[src/rtl/pwm_capture.sv]
// PWM receiver: recovers the 4-bit duty code from each well-formed period of an
// asynchronous PWM input, flagging malformed periods and stuck lines.
module pwm_capture #(
  parameter int unsigned STEP_LOG2 = 0,
  parameter int unsigned CW        = STEP_LOG2 + 6
) (
  input  logic       clk,
  input  logic       rst,
  input  logic       pwm_in,
  output logic [3:0] duty_val,
  output logic       duty_valid,
  output logic       period_err,
  output logic       static_lvl
);

  localparam int unsigned PERIOD = 32'd16 << STEP_LOG2;
  localparam int unsigned SAT    = 2 * PERIOD;
  localparam logic [CW-1:0] PERIOD_C = CW'(PERIOD);
  localparam logic [CW-1:0] SAT_C    = CW'(SAT);

  typedef enum logic [1:0] {
    WAIT_EDGE = 2'd0,
    MEASURE   = 2'd1,
    STATIC    = 2'd2
  } state_e;

  state_e        state_q, state_d;
  logic          sync1_q, pwm_s_q, pwm_d_q;
  logic [CW-1:0] per_cnt_q, per_cnt_d;
  logic [CW-1:0] hi_cnt_q, hi_cnt_d;
  logic [3:0]    duty_val_q, duty_val_d;
  logic          duty_valid_q, duty_valid_d;
  logic          period_err_q, period_err_d;
  logic          static_lvl_q, static_lvl_d;

  logic          rise_c;
  logic          per_sat_c;
  logic [CW-1:0] h_shift_c;
  logic [3:0]    code_c;

  assign rise_c    = pwm_s_q & ~pwm_d_q;
  assign per_sat_c = (per_cnt_q == SAT_C);
  assign h_shift_c = hi_cnt_q >> STEP_LOG2;
  // A full-high period would shift to 16; clamp to the largest code.
  assign code_c    = (h_shift_c > CW'(15)) ? 4'd15 : h_shift_c[3:0];

  always_ff @(posedge clk or negedge rst) begin
    if (!rst) begin
      state_q      <= WAIT_EDGE;
      sync1_q      <= 1'b0;
      pwm_s_q      <= 1'b0;
      pwm_d_q      <= 1'b0;
      per_cnt_q    <= '0;
      hi_cnt_q     <= '0;
      duty_val_q   <= 4'd0;
      duty_valid_q <= 1'b0;
      period_err_q <= 1'b0;
      static_lvl_q <= 1'b0;
    end else begin
      state_q      <= state_d;
      sync1_q      <= pwm_in;
      pwm_s_q      <= sync1_q;
      pwm_d_q      <= pwm_s_q;
      per_cnt_q    <= per_cnt_d;
      hi_cnt_q     <= hi_cnt_d;
      duty_val_q   <= duty_val_d;
      duty_valid_q <= duty_valid_d;
      period_err_q <= period_err_d;
      static_lvl_q <= static_lvl_d;
    end
  end

  // Period and high-time counters restart on every rising edge and saturate.
  always_comb begin
    per_cnt_d = per_cnt_q;
    hi_cnt_d  = hi_cnt_q;
    if (rise_c) begin
      per_cnt_d = CW'(1);
      hi_cnt_d  = CW'(1);
    end else begin
      if (!per_sat_c) per_cnt_d = per_cnt_q + CW'(1);
      if (pwm_s_q && (hi_cnt_q != SAT_C)) hi_cnt_d = hi_cnt_q + CW'(1);
    end
  end

  always_comb begin
    state_d      = state_q;
    duty_val_d   = duty_val_q;
    duty_valid_d = 1'b0;
    period_err_d = 1'b0;
    static_lvl_d = 1'b0;
    unique case (state_q)
      WAIT_EDGE: begin
        if (rise_c) begin
          state_d = MEASURE;
        end else if (per_sat_c) begin
          state_d      = STATIC;
          duty_val_d   = pwm_s_q ? 4'd15 : 4'd0;
          duty_valid_d = 1'b1;
        end
      end
      MEASURE: begin
        if (rise_c) begin
          if (per_cnt_q == PERIOD_C) begin
            duty_val_d   = code_c;
            duty_valid_d = 1'b1;
          end else begin
            period_err_d = 1'b1;
          end
        end else if (per_sat_c) begin
          state_d      = STATIC;
          duty_val_d   = pwm_s_q ? 4'd15 : 4'd0;
          duty_valid_d = 1'b1;
        end
      end
      STATIC: begin
        // The unbounded period ending at this rise is never reported.
        if (rise_c) state_d = MEASURE;
        else        static_lvl_d = 1'b1;
      end
      default: state_d = WAIT_EDGE;
    endcase
  end

  assign duty_val   = duty_val_q;
  assign duty_valid = duty_valid_q;
  assign period_err = period_err_q;
  assign static_lvl = static_lvl_q;

endmodule

[config.mk]
export PLATFORM = sky130hd
export DESIGN_NAME = pwm_capture
export DESIGN_NICKNAME = d
export VERILOG_FILES = /design/src/rtl/pwm_capture.sv
export SDC_FILE = /design/constraint.sdc
export NUM_CORES = 1
export LEC_CHECK = 0
export CORE_MARGIN = 1.5
export CORE_UTILIZATION = 30
export CTS_CLUSTER_DIAMETER = 60
export DETAILED_ROUTE_END_ITERATION = 8
export PLACE_DENSITY_LB_ADDON = 0.25
export RECOVER_POWER = 25
export SLEW_MARGIN = 20
export SYNTH_ARGS = -nofsm -noshare
export SYNTH_HDL_FRONTEND = slang
export SYNTH_SLANG_ARGS = --single-unit
[constraint.sdc]
create_clock -name clk -period 4.3 [get_ports clk]
set_clock_uncertainty 0.1 [all_clocks]
set_input_delay 0.86 -clock clk [delete_from_list [all_inputs] [get_ports clk]]
set_output_delay 0.86 -clock clk [all_outputs]
set_load 0.1 [all_outputs]
==> impl_metrics.yaml, run 1 <==
setup_path:
  worstSetupEndpointType: "output port"
  worstSetupStartpointType: "register"
  cp_num_buf_inv: 1
  arrival_time_of_data_at_the_critical_path_endpoint_ps: 1810
  critical_path.cell_chain: "clkdlybuf4s50_1"
  startpoint: "duty_val[3]"
  setup.worst_path.class: "reg2out"
  path_max_fanout: 3
  worst_path_largest_cell_delay_ps: 1150
  worst_path_required_ps: 3340
  cpMaxStageDelayCell: "clkdlybuf4s50_1"
  critical_path.reg2reg.startpoint: "per_cnt_q[0]"
  worst_path_dominant_cell_family: "buffers and inverters"
clock_network:
  numClockSinks: 24
  number_of_buffers_on_the_longest_clock_path: 2
  cts.clk_slew.worst_paths_ps: 90
  ctsHtreeMaxLevel: 1
  root_buffer: "clkbuf_8"
  cts.hold.buffers_added: 0
  post_cts_resized: 0
  cts_buffers: 3
  clkLatencyLatePin_ps: 260
  cts_tree: "yes"
  postCtsSetupRepairBufs: 0
die:
  initial_utilization_pct: 31.9
  core_area_um2: 3740
  width_of_the_die_um: 66.1
  die_area_um2: 4370
  rows: 22
  io_pins: 10
  floorplan.die.height_um: 66.1
detailed_routing:
  drt_pre_antenna_iters: 4
  routed_wire_length_per_instance_um: 12.3
  num_vias: 833
  via_count_normalized_by_instance_count: 4.93
  detailedRoute.firstIterationViolations: 21
  detail_route.wirelength_um: 2070
  drt_drc_violations_left: 0
  ant_nets: 0
grt:
  grt_pass1_wl_um: 3900
  total_global_routing_track_utilization_pct: 11.4
  number_of_antenna_violations_at_the_first_check_in_global_routing: 0
  vias_in_the_first_global_route: 858
  grt_start_max_net_pins: 25
  grt_residual_overflow: 0
layout:
  final_design_area_no_fill_um2: 1360
  final_layout_size_suffix_gt1_share_pct: 7.44
  multi_input_comb_area_um2: 554
  final_nets: 130
  antennaDiodeCount: 0
  n_fill_cell: 403
  final-seq-area_um2: 601
  stdcell_count: 169
  layout-area-overhead-vs-synth_pct: 14.2
timing:
  drv_slew: 0
  min_period_over_period_pct: 64.3
  highest_achievable_clock_rate_ghz: 0.362
  slew-limit-headroom_pct: 14.3
  finalHoldViolations: 0
  final-setup-viol-count: 0
  rsz0062_at_grt: "no"
  min_period_ps: 2770
  timing.setup.tns_ps: 0
  timing_worst_slew_pin_value_ps: 1290
status:
  outcome: "completed"
job:
  max_capacitance_violation_total: 0
synth:
  synthDistinctLibCells: 39
  post_synth.cell_area_avg_um2: 10.8
  number_of_standard_cells_after_synthesis: 111
  post_synth_instance_area_um2: 1190
  synth_sequential_area_ratio_pct: 50.3
  synth.ff_latch_count: 24
  synth-warning-count: 0
  synth_fp_nets: 118
place:
  detailed_place.area_um2: 1330
  routabilityCongestion: 0.727
  io_buffer_count: 9
  dp_cells: 166
  hpwl_um: 1470
hold_path:
  hp-start: "sync1_q"
  min-delay-path-class: "reg2reg"
pwr:
  ir_drop_mv: 0.134
  leakagePower_uw: 0.000623
  cell_pwr_density_nw_per_um2: 496
area by class of cell:
class,instances,share of cell area (%)
well taps,48,4.41
inverters,6,1.65
repair buffers,9,6.15
clock buffers,3,3.03
multi-input cells,79,40.7
flip-flops and latches,24,44.1
layout by cell type, fill, tap and decap left out, types with 2 or more instances in the layout:
cell / n
a21boi_1: 4
a21oi_1: 4
a22o_1: 2
and3_1: 2
clkbuf_8: 3
clkdlybuf4s50_1: 8
dfrtp_1: 24
ha_1: 4
inv_1: 6
nand2_1: 9
nand2b_1: 3
nand3_1: 5
nand4_1: 2
nor2_1: 10
nor3b_1: 2
o21ai_0: 4
o2bb2ai_1: 3
xnor2_1: 3
xor2_1: 2
routing by layer:
metal | GRT usage, % | wire, µm | up-vias
li1 | - | - | 414
met3 | 2.04 | 62 | 2
met4 | 3.06 | 18 | 0
met1 | 14.6 | 981 | 405
met5 | 0 | 0 | -
met2 | 19.7 | 1010 | 12
worst paths after layout:
check | end | slack [ps] | cells past startpoint
setup reg to reg | duty_val[3] | 2610 | 6
hold / removal | pwm_s_q | 250 | 0
setup / recovery | duty_val[3] | 1530 | 1
min in group asynchronous | sync1_q | 750 | 1
hold reg to reg | pwm_s_q | 250 | 0
max in group asynchronous | duty_val[1] | 2580 | 1
report_power, final:
part / internal [µW] / switching, µW
sequential: 264 / 52.1
clock: 62.5 / 68.6
combinational: 76.9 / 151
total: 404 / 272
logic make-up after synthesis:
family / Yosys count / share of synthesized area (%)
and+or+nand+nor: 43 / 21.1
AOI/OAI and AO/OA: 25 / 15.7
DFF: 24 / 50.3
buffers and inverters: 8 / 3.25
xor gates and xnor gates: 5 / 3.67
adders and majority gates: 4 / 4.19
muxes: 2 / 1.78
registers in the layout, indices dropped and copies added (netlist names):
| register | flops |
|---|---|
| duty_valid | 1 |
| duty_val | 4 |
| static_lvl | 1 |
| sync1_q | 1 |
| per_cnt_q | 6 |
| h_shift_c | 6 |
| pwm_s_q | 1 |
| pwm_d_q | 1 |
| state_q | 2 |
| period_err | 1 |
stage by stage:
step / power, µW / hold slack (ps) / setup slack, ps / util, %
final: 675 / 254 / 1530 / 36.4
after global routing: 719 / 277 / 1480 / 36.4
after CTS: 680 / 255 / 1530 / 36.6
after detailed placement: 551 / 236 / 1820 / 35.5
after global placement: 546 / 236 / 1840 / 35.5
after floorplan: 493 / 231 / 2410 / -
cell usage after synthesis:
cell type  number  area (µm²)
o41ai_2         1        16.3
a21oi_1         4        20.0
nand4_1         2        12.5
and3_1          2        12.5
o21a_1          1        7.51
nand3b_1        1        7.51
o21ai_1         1        5.00
a211oi_1        1        7.51
xor2_1          2        17.5
o2bb2ai_1       3        26.3
a31oi_1         1        6.26
mux2i_1         1        10.0
a22o_1          2        17.5
nor2b_1         1        6.26
nor2_1         10        37.5
mux2_2          1        11.3
nand3_1         5        25.0
nand2_1         9        33.8
and2b_1         1        7.51
o21ai_0         4        20.0
o2111ai_1       1        8.76
nor3b_1         2        15.0
xnor2_1         3        26.3
nor2_2          1        6.26
ha_1            4        50.1
or3_1           1        6.26
nand3b_4        1        20.0
buf_6           1        11.3
and3b_1         1        8.76
inv_1           6        22.5
a21boi_1        4        30.0
nor4bb_1        1        10.0
dfrtp_1        24         601
o2bb2ai_2       1        15.0
nand2b_1        3        18.8
nor3b_4         1        18.8
buf_2           1        5.00
nor3_1          1        5.00
a21boi_0        1        7.51
No activity file was read; power rests on OpenSTA's default activity.
==> run 2, diff against run 1 <==
- clock period: 4.3 -> 2.9 ns (I/O delays scaled with it)
==> run 2 against run 1 <==
Effect of this change:
- global-route usage increased by 0.11 points
- routed wire length increased by 6.6%
- clock-buffer cell count increased by 1
- first-iteration DRC count increased by 110%
- die area unchanged
- cell area increased by 0.46%
- highest routed layer unchanged
- sequential power increased by 49%
- sequential cell count unchanged
- register-to-register slack got worse by 1400 ps
- clock power increased by 73%
- combinational power increased by 46%
- worst hold slack got worse by 1.0 ps
- largest power group unchanged
==> impl_metrics.yaml, run 2 (synthesized netlist as in run 1, its figures left out) <==
status:
  outcome: "completed"
layout:
  final_design_area_no_fill_um2: 1370
  most_frequent_standard_cell_in_the_layout_excluding_fill_and_tap_cells: "dfrtp_1"
  stdcell_count: 171
  final_cell_mix: "dfrtp_1, nor2_1, nand2_1"
  final_layout_size_suffix_gt1_share_pct: 13.8
  fin_util_pct: 36.6
  layout-area-overhead-vs-synth_pct: 14.7
  final_nets: 131
  antennaDiodeCount: 0
die:
  floorplan.die.height_um: 66.1
  core_area_um2: 3740
  io_pins: 10
  initial_utilization_pct: 31.9
  rows: 22
  die_area_um2: 4370
  width_of_the_die_um: 66.1
timing:
  finalHoldViolations: 0
  rsz0062_at_grt: "no"
  drv_slew: 0
  slew-limit-headroom_pct: 12.1
  timing_worst_slew_pin_value_ps: 1320
  highest_achievable_clock_rate_ghz: 0.499
  timing.setup.tns_ps: 0
  min_period_ps: 2000
  min_period_over_period_pct: 69.1
  final-setup-viol-count: 0
setup_path:
  cp_num_buf_inv: 2
  setup.worst_path.class: "in2async"
  cpMaxStageDelayCell: "clkbuf_1"
  worst_path_required_ps: 2970
  worst_path_dominant_cell_family: "buffers and inverters"
  worst_path_largest_cell_delay_ps: 960
  worstSetupEndpointType: "async pin"
  critical_path.cell_chain: "dlygate4sd3_1, clkbuf_1"
  arrival_time_of_data_at_the_critical_path_endpoint_ps: 2070
  path_max_fanout: 24
  worstSetupStartpointType: "input port"
pwr:
  cell_pwr_density_nw_per_um2: 755
  pwr-share-seq_pct: 45.7
  combinationalPowerShare_pct: 32.4
  leakagePower_uw: 0.000647
  ir_drop_mv: 0.205
  power.share.switching_pct: 39.9
  power_switching_uw: 413
  clkPwrFrac_pct: 22.0
  internal_power_of_the_cells_uw: 621
detailed_routing:
  num_vias: 852
  ant_nets: 0
  via_count_normalized_by_instance_count: 4.98
  drt_pre_antenna_iters: 4
  detailedRoute.firstIterationViolations: 45
  drt_drc_violations_left: 0
  detail_route.wirelength_um: 2210
  routed_wire_length_per_instance_um: 12.9
job:
  max_capacitance_violation_total: 0
clock_network:
  cts_tree: "yes"
  number_of_buffers_on_the_longest_clock_path: 2
  post_cts_resized: 0
  root_buffer: "clkbuf_8"
  ctsHtreeMaxLevel: 1
  numClockSinks: 24
  cts.clk_slew.worst_paths_ps: 80
  postCtsSetupRepairBufs: 0
  cts_buffers: 3
  cts.hold.buffers_added: 0
  clkLatencyLatePin_ps: 260
place:
  detailed_place.area_um2: 1320
  routabilityCongestion: 0.728
  hpwl_um: 1550
  io_buffer_count: 9
  dp_cells: 167
grt:
  grt_start_max_net_pins: 25
  number_of_antenna_violations_at_the_first_check_in_global_routing: 0
  grt_pass1_wl_um: 3880
  grt_residual_overflow: 0
  vias_in_the_first_global_route: 859
  total_global_routing_track_utilization_pct: 11.5
hold_path:
  min-delay-path-class: "reg2reg"
-- run 2: changes by cell type in the layout (fill, tap and decap cells not counted), sizes merged --
cell / before / now
buf: 0 / 7
clkbuf: 4 / 5
clkdlybuf4s50: 8 / 0
dlygate4sd3: 0 / 2
-- run 2: cell type report --
class | instances | area, µm²
inverter | 6 | 22.5
tap | 48 | 60.1
multi-input combinational | 79 | 554
fill | 371 | 2370
sequential | 24 | 601
clock buffer | 4 | 55.1
timing repair buffer | 10 | 76.3
-- run 2: path summary, 6_finish.rpt --
path / cells past startpoint / startpoint / slack, ps / endpoint
max: 2 / rst / 900 / h_shift_c[2]
min: 0 / sync1_q / 250 / pwm_s_q
max reg2reg: 6 / per_cnt_q[0] / 1200 / duty_val[1]
min reg2reg: 0 / sync1_q / 250 / pwm_s_q
max in group clk: 6 / per_cnt_q[0] / 1200 / duty_val[1]
min in group asynchronous: 2 / rst / 1030 / h_shift_c[1]
-- run 2: metrics by stage --
step | worst slack, ps | hold WS (ps) | total power (µW)
floorplan | 1290 | 184 | 731
global placement | 1230 | 235 | 813
detailed placement | 1220 | 235 | 816
CTS | 1200 | 255 | 1040
global route | 561 | 280 | 1090
finish | 896 | 253 | 1030
-- run 2: metal layers --
layer / wire length, µm / global-route usage, %
met5: 0 / 0
met4: 18 / 4.59
met3: 64 / 2.04
met2: 1050 / 20.5
met1: 1070 / 13.6
-- run 2: power by group through the flow --
stage / clock network, µW / logic [µW] / registers (µW)
2_1_floorplan: 0 / 136 / 596
3_3_place_gp: 0 / 335 / 478
3_5_place_dp: 0 / 337 / 479
4_1_cts: 234 / 338 / 472
5_1_grt: 245 / 365 / 482
6_report: 227 / 334 / 472
